===== src/rtl/week6_ex1_not_pipe.sv =====
// rtl/week6_ex1_not_pipe.sv - maskable inverter behind a DEPTH-stage valid/ready pipeline with transfer counter
module week6_ex1_not_pipe #(
  parameter int WIDTH   = 8,
  parameter int DEPTH   = 2,
  parameter int COUNT_W = 16
) (
  input  logic               clk,
  input  logic               rst,
  input  logic               in_valid,
  output logic               in_ready,
  input  logic [WIDTH-1:0]   in_data,
  input  logic [WIDTH-1:0]   in_mask,
  output logic               out_valid,
  input  logic               out_ready,
  output logic [WIDTH-1:0]   out_data,
  output logic [COUNT_W-1:0] out_count
);

  logic [DEPTH-1:0]   v_q, v_d;
  logic [DEPTH-1:0]   load;
  logic [WIDTH-1:0]   d_q [DEPTH];
  logic [WIDTH-1:0]   d_d [DEPTH];
  logic [COUNT_W-1:0] count_q, count_d;
  logic               out_fire;

  // Stage i can load if it or any stage downstream of it has a hole, or the output drains;
  // this is what lets bubbles collapse behind a stalled output.
  always_comb begin
    logic ld;
    ld   = out_ready;
    load = '0;
    for (int i = DEPTH - 1; i >= 0; i--) begin
      ld      = ld | ~v_q[i];
      load[i] = ld;
    end
  end

  assign in_ready  = load[0];
  assign out_valid = v_q[DEPTH-1];
  assign out_data  = d_q[DEPTH-1];
  assign out_count = count_q;
  assign out_fire  = v_q[DEPTH-1] & out_ready;

  // Next-state: a loading stage takes its upstream word, or goes empty if there is none;
  // data registers change only when a word actually arrives.
  always_comb begin
    v_d = v_q;
    for (int i = 0; i < DEPTH; i++) begin
      d_d[i] = d_q[i];
    end
    if (load[0]) begin
      v_d[0] = in_valid;
      if (in_valid) begin
        d_d[0] = in_data ^ in_mask;
      end
    end
    for (int i = 1; i < DEPTH; i++) begin
      if (load[i]) begin
        v_d[i] = v_q[i-1];
        if (v_q[i-1]) begin
          d_d[i] = d_q[i-1];
        end
      end
    end
    count_d = out_fire ? count_q + COUNT_W'(1) : count_q;
  end

  // State registers; reset wins over any transfer in the same cycle.
  always_ff @(posedge clk) begin
    if (rst) begin
      v_q     <= '0;
      count_q <= '0;
      for (int i = 0; i < DEPTH; i++) begin
        d_q[i] <= '0;
      end
    end else begin
      v_q     <= v_d;
      count_q <= count_d;
      for (int i = 0; i < DEPTH; i++) begin
        d_q[i] <= d_d[i];
      end
    end
  end

endmodule


===== config.mk =====
export PLATFORM = sky130hd
export DESIGN_NAME = week6_ex1_not_pipe
export DESIGN_NICKNAME = d
export VERILOG_FILES = /design/src/rtl/week6_ex1_not_pipe.sv
export SDC_FILE = /design/constraint.sdc
export NUM_CORES = 1
export LEC_CHECK = 0
export BUFFER_PORTS_ARGS = -buffer_cell sky130_fd_sc_hd__buf_2
export CAP_MARGIN = 20
export CORE_ASPECT_RATIO = 1.4
export CORE_MARGIN = 4
export CORE_UTILIZATION = 35
export CTS_BUF_LIST = sky130_fd_sc_hd__clkbuf_8
export CTS_CLUSTER_DIAMETER = 200
export DETAILED_ROUTE_END_ITERATION = 12
export GPL_TIMING_DRIVEN = 0
export HOLD_SLACK_MARGIN = 0.15
export SETUP_SLACK_MARGIN = 0.3
export SLEW_MARGIN = 25
export SYNTH_ARGS = -nofsm -noshare
export SYNTH_HDL_FRONTEND = slang
export SYNTH_SLANG_ARGS = --single-unit

===== constraint.sdc =====
create_clock -name clk -period 4.75 [get_ports clk]
set_clock_uncertainty 0.05 [all_clocks]
set_input_delay 0.95 -clock clk [delete_from_list [all_inputs] [get_ports clk]]
set_output_delay 0.95 -clock clk [all_outputs]
set_load 0.01 [all_outputs]

==> flow_metrics.env, run 1 <==
export IMPL_status="finished clean"
export IMPL_holdPathEnd="d_q[0][11]"
export IMPL_postSynthRegisterBits=34
export IMPL_antenna_found_initial=0
export IMPL_fmax_mhz=396
export IMPL_drc_errors=0
export IMPL_cts_buffers_inserted=5
export IMPL_row_count=27
export IMPL_final_area_sq_um=1810
export IMPL_grt_max_degree=11
export IMPL_drtIter0Drc=43
export IMPL_p_leak_nw=0.819
export IMPL_ys_types=30
export IMPL_dieArea_sq_um=5280
export IMPL_cp_slowest_stage_delay_ns=0.21
export IMPL_power_density_nw_per_um2=296
export IMPL_core_area_sq_um=3990
export IMPL_die_h_microns=84.4
export IMPL_path_common_cell="buf_2"
export IMPL_crit_chain="buf_2 -> nor2b_1 -> nand2_1 -> buf_2"
export IMPL_worstMarginPinSlew_ns=0.521
export IMPL_reg2reg_setup_slack_ns=2.95
export IMPL_yosysSeqAreaShare_pct=46.7
export IMPL_maxSlewHeadroom_pct=65.3
export IMPL_postCtsSetupBuffers=0
export IMPL_yosysWarnings=0
export IMPL_gr_total_overflow=0
export IMPL_wirelength_microns=2760
export IMPL_synthFlopType="dfxtp_1"
export IMPL_finalSetupViolCount=0
export IMPL_drtAntennaViolNets=0
export IMPL_ir_drop_mv=0.173
export IMPL_gp_congestion=0.722
export IMPL_portBuffers=44
export IMPL_synth_top_area_cell="dfxtp_1"
export IMPL_hold_violations=0
export IMPL_synthCells=160
export IMPL_fin_crit_ns=2.53
export IMPL_viasPerCell=4.71
export IMPL_grt_pass1_wl_microns=4970
export IMPL_clock_latency_ns=0.28
export IMPL_placed_area_sq_um=1730
export IMPL_cts_tree="done"
export IMPL_min_period_over_period_pct=53.2
export IMPL_crit_slowest_cell="nor2b_1"
export IMPL_synth_edff_count=0
export IMPL_hpwl_microns=2110
export IMPL_grt_pass1_vias=1175
export IMPL_htreeDepth=2
export IMPL_crit_required_ns=3.75
export IMPL_cts_sinks=34
export IMPL_nNetsFinal=232
export IMPL_synth_nets=181
export IMPL_vias=1197
export IMPL_min_delay_start="d_q[0][3]"
export IMPL_io_pins=46
export IMPL_firstDrtPassIters=4
export IMPL_rr_worst_depth=4
export IMPL_arrival_ns=1.53
export IMPL_cts_resized=0
export IMPL_async_reset_ff_share_pct=0
export IMPL_yosys_top_cells_count="dfxtp_1 (34), nor2_1 (30), xnor2_1 (13), nand2_1 (9)"
export IMPL_reg2reg_to="out_count[15]"
export IMPL_regToRegStartpoint="out_count[6]"
export IMPL_clk_pin_slew_ns=0.07
export IMPL_cts_buffer_depth=2
export IMPL_num_antenna_cells=0
export IMPL_rsz0062_at_grt="false"
export IMPL_drv_cap=0
export IMPL_cts_root_buf="clkbuf_8"
export IMPL_avgRoutedWirePerCell_microns=10.9
export IMPL_area_growth_pct=24.0
export IMPL_hold_path_depth=2
export IMPL_yosysMostFrequentCell="dfxtp_1"
export IMPL_worstSetupPathType="primary input to primary output"
export IMPL_die_x_microns=62.6
export IMPL_final_max_slew_viol_count=0
export IMPL_track_usage_pct=11.6
export IMPL_avgSynthCellArea_sq_um=9.12
export IMPL_hp_class="register to register"
export IMPL_yosys_area_top_type_share_pct=46.7
export IMPL_tns_ns=0
export IMPL_cp_max_fo=5
export IMPL_start_util_pct=36.6
export IMPL_synth_area_leaders="dfxtp_1 (47%), xnor2_1 (7.8%), nor2_1 (7.7%)"
export IMPL_cp_end_kind="primary output"
export IMPL_fill_cells=404
export IMPL_syn_area_sq_um=1460
export IMPL_drive_above_1_share_pct=29.9
export IMPL_start_kind="primary input"
export IMPL_cts_hold_buffers=0
registers in the layout (all words and copies together) (netlist names):
| name | cells |
|---|---|
| d_q | 16 |
| v_q | 2 |
| out_count | 16 |
per-layer routing:
| layer | GRT usage, % | part of all wire (%) | routed length (microns) |
|---|---|---|---|
| met1 | 13.4 | 43 | 1200 |
| met2 | 19.7 | 48 | 1310 |
| met3 | 4.15 | 7.5 | 206 |
| met4 | 4.22 | 1.4 | 40 |
| met5 | 0 | 0 | 0 |
worst max-delay path by stage:
stage,start,to,slack [ns],depth (start not counted)
finish,out_ready,in_ready,2.22,4
global route,out_ready,in_ready,2.13,4
CTS,out_ready,in_ready,2.22,4
detailed placement,out_ready,in_ready,2.22,4
global placement,out_ready,in_ready,2.22,4
floorplan,out_ready,in_ready,2.50,2
cells in the final DEF, fill, tap and decap left out, types with 2 or more instances in the layout:
cell type	instances
and4_1	2
inv_1	6
buf_4	8
nand2_1	9
nor2_1	30
nand3_1	4
nand4_1	3
buf_2	45
o21ai_0	2
mux2i_1	8
a21oi_1	7
a211oi_1	8
dfxtp_1	34
nor3_1	3
clkbuf_1	5
xnor2_1	13
xor2_1	6
clkbuf_8	5
critical path: cells and delay by family:
family | cells | cell delay (ns)
buffers and inverters | 2 | 0.26
AND/OR/NAND/NOR | 2 | 0.31
through the flow:
step                      utilization [%]  setup slack, ns  std cells  hold WS [ns]  total power, mW
after floorplan                         -             2.50        160         0.411            0.336
after global placement               43.5             2.22        247         0.412            0.353
after detailed placement             43.5             2.22        247         0.436            0.354
after CTS                            45.4             2.22        254         0.443            0.545
after global routing                 45.4             2.13        254         0.465            0.565
final                                45.4             2.22        254         0.439            0.536
cells by family after synthesis:
family,synth area share (%)
AND/OR/NAND/NOR,20.5
flip-flops,46.7
AO/OA/AOI/OAI,8.32
XOR/XNOR,11.4
buffers and inverters,6.77
multiplexers,5.49
adder cells (fa/ha/maj),0.857
report_power, final:
group / total, mW / internal, mW / leakage (nW) / switching, mW
clock: 0.190 / 0.0964 / 0.0466 / 0.0932
sequential: 0.300 / 0.295 / 0.277 / 0.00531
combinational: 0.0463 / 0.0240 / 0.496 / 0.0224
total: 0.536 / 0.415 / 0.819 / 0.121
cell type report:
| type | count | area [sq um] | area share, % |
|---|---|---|---|
| timing repair buffer | 44 | 220 | 12.2 |
| clock buffer | 5 | 68.8 | 3.80 |
| tap | 43 | 53.8 | 2.97 |
| inverter | 4 | 15.0 | 0.830 |
| multi-input combinational | 108 | 679 | 37.6 |
| sequential | 34 | 681 | 37.6 |
| clock inverter | 2 | 7.51 | 0.415 |
| buffer | 14 | 83.8 | 4.63 |
(Power assumes the default switching activity.)
==> run 2: changes to the inputs <==
ABC_AREA = 1   (was not set)
clock period = 2.4 ns   (was 4.75 ns; I/O delays follow)
==> flow_metrics.env, run 2 <==
export IMPL_clock_latency_ns=0.29
export IMPL_gp_congestion=0.805
export IMPL_hold_violations=0
export IMPL_row_count=28
export IMPL_core_area_sq_um=4270
export IMPL_num_antenna_cells=0
export IMPL_avgRoutedWirePerCell_microns=10.3
export IMPL_final_area_sq_um=2000
export IMPL_async_reset_ff_share_pct=0
export IMPL_die_h_microns=87.2
export IMPL_crit_slowest_cell="dfxtp_1"
export IMPL_avgSynthCellArea_sq_um=7.19
export IMPL_grt_pass1_vias=1330
export IMPL_cts_buffer_depth=2
export IMPL_hpwl_microns=2610
export IMPL_cp_end_kind="primary output"
export IMPL_yosysSeqAreaShare_pct=43.4
export IMPL_nNetsFinal=290
export IMPL_drtAntennaViolNets=0
export IMPL_final_max_slew_viol_count=0
export IMPL_vias=1436
export IMPL_ff_latch_area_sq_um=681
export IMPL_cts_sinks=34
export IMPL_fmax_mhz=585
export IMPL_p_leak_nw=0.980
export IMPL_tns_ns=0
export IMPL_min_period_over_period_pct=71.3
export IMPL_cp_slowest_stage_delay_ns=0.44
export IMPL_syn_area_sq_um=1570
export IMPL_power_density_nw_per_um2=677
export IMPL_track_usage_pct=13.2
export IMPL_cts_hold_buffers=0
export IMPL_reg2reg_setup_slack_ns=0.93
export IMPL_arrival_ns=1.18
export IMPL_cts_root_buf="clkbuf_8"
export IMPL_worstSetupPathType="register to primary output"
export IMPL_crit_required_ns=1.87
export IMPL_yosys_area_top_type_share_pct=43.4
export IMPL_drive_above_1_share_pct=24.8
export IMPL_io_pins=46
export IMPL_wirelength_microns=3390
export IMPL_placed_area_sq_um=1860
export IMPL_yosysWarnings=0
export IMPL_drc_errors=0
export IMPL_layout_commonest_cell="buf_2"
export IMPL_start_util_pct=36.7
export IMPL_status="finished clean"
export IMPL_htreeDepth=2
export IMPL_drv_cap=0
export IMPL_yosysMostFrequentCell="nor2_1"
export IMPL_area_growth_pct=27.6
export IMPL_dp_cells=322
export IMPL_synth_area_leaders="dfxtp_1 (43%), nor2_1 (10%), nand2_1 (7.9%)"
export IMPL_fill_cells=477
export IMPL_grt_max_degree=13
export IMPL_drtIter0Drc=34
export IMPL_whs_ns=0.372
export IMPL_cts_buffers_inserted=5
export IMPL_cts_resized=0
export IMPL_holdPathEnd="out_count[15]"
export IMPL_portBuffers=44
export IMPL_grt_pass1_wl_microns=5770
export IMPL_clk_pin_slew_ns=0.08
export IMPL_synthCells=218
export IMPL_die_x_microns=64.6
export IMPL_layout_common_cells="buf_2 (44), nor2_1 (43), dfxtp_1 (34)"
export IMPL_hold_path_depth=2
export IMPL_finalNonFillerCells=330
export IMPL_cts_tree="done"
export IMPL_viasPerCell=4.35
export IMPL_min_delay_start="rst"
export IMPL_dieArea_sq_um=5630
export IMPL_regToRegStartpoint="out_count[1]"
export IMPL_gr_total_overflow=0
export IMPL_ys_types=21
export IMPL_postCtsSetupBuffers=0
export IMPL_firstDrtPassIters=4
export IMPL_multiInputGateArea_sq_um=718
export IMPL_reg2reg_to="out_count[12]"
export IMPL_crit_chain="nand3_2 -> buf_2"
export IMPL_cp_max_fo=10
export IMPL_hp_class="primary input to register"
export IMPL_synthFlopType="dfxtp_1"
export IMPL_rsz0062_at_grt="false"
export IMPL_maxSlewHeadroom_pct=74.0
export IMPL_synth_nets=239
export IMPL_final_util_pct=46.8
export IMPL_synth_top_area_cell="dfxtp_1"
export IMPL_postSynthRegisterBits=34
export IMPL_start_kind="register"
export IMPL_finalSetupViolCount=0
export IMPL_synth_edff_count=0
export IMPL_antenna_found_initial=0
export IMPL_yosys_top_cells_count="nor2_1 (43), dfxtp_1 (34), nand2_1 (33), inv_1 (22), o21ai_0 (22)"
export IMPL_ir_drop_mv=0.292
export IMPL_worstMarginPinSlew_ns=0.390
export IMPL_rr_worst_depth=6
export IMPL_fin_crit_ns=1.71
run 2: changes by cell type in the layout (fill, tap and decap cells not counted), moves of 12 or more:
cell | previous run | this run
inv_1 | 6 | 22
xnor2_1 | 13 | 0
o21ai_0 | 2 | 22
a21oi_1 | 7 | 19
nand2_1 | 9 | 33
nor2_1 | 30 | 43
run 2: critical path, delay by kind of cell (launching register included):
family,cells,cell delay (ns)
buf+inv,1,0.21
simple gates,1,0.24
flops,1,0.44
run 2: layout make-up:
type / count / share of cell area, %
multi-input combinational: 148 / 35.9
inverter: 24 / 4.50
timing repair buffer: 44 / 11.0
buffer: 12 / 3.94
sequential: 34 / 34.0
clock buffer: 5 / 3.44
tap: 60 / 3.75
clock inverter: 3 / 3.44
run 2: layer usage:
layer  GRT usage [%]  wire length (microns)  vias up
met5               0                      0        -
met2            22.9                   1650       32
li1                -                      -      791
met3            4.26                    182        5
met4            5.38                     61        0
met1            14.8                   1490      608
run 2: metrics by stage:
step	setup slack, ns	power [mW]
global route	0.584	1.42
floorplan	1.04	0.687
detailed placement	0.780	0.732
global placement	0.790	0.729
finish	0.689	1.35
CTS	0.663	1.38
run 2: power by group:
| group | internal, mW | switching [mW] |
|---|---|---|
| Clock | 0.416 | 0.221 |
| Sequential | 0.588 | 0.0126 |
| Combinational | 0.0550 | 0.0609 |
| Total | 1.06 | 0.294 |
run 2: logic make-up after synthesis:
family          share of synthesized area [%]
compound gates                           14.0
xor+xnor                                 4.47
fa+ha+maj                               0.798
buf+inv                                  10.8
flops                                    43.4
simple gates                             26.5
run 2: worst max path at each step:
| stage | from | to | slack (ns) | depth (start not counted) |
|---|---|---|---|---|
| final | v_q[1] | in_ready | 0.69 | 2 |
| after global routing | v_q[1] | in_ready | 0.58 | 2 |
| after CTS | v_q[1] | in_ready | 0.66 | 2 |
| after detailed placement | out_ready | in_ready | 0.78 | 4 |
| after global placement | out_ready | in_ready | 0.79 | 4 |
| after floorplan | out_count[1] | out_count[12] | 1.04 | 6 |
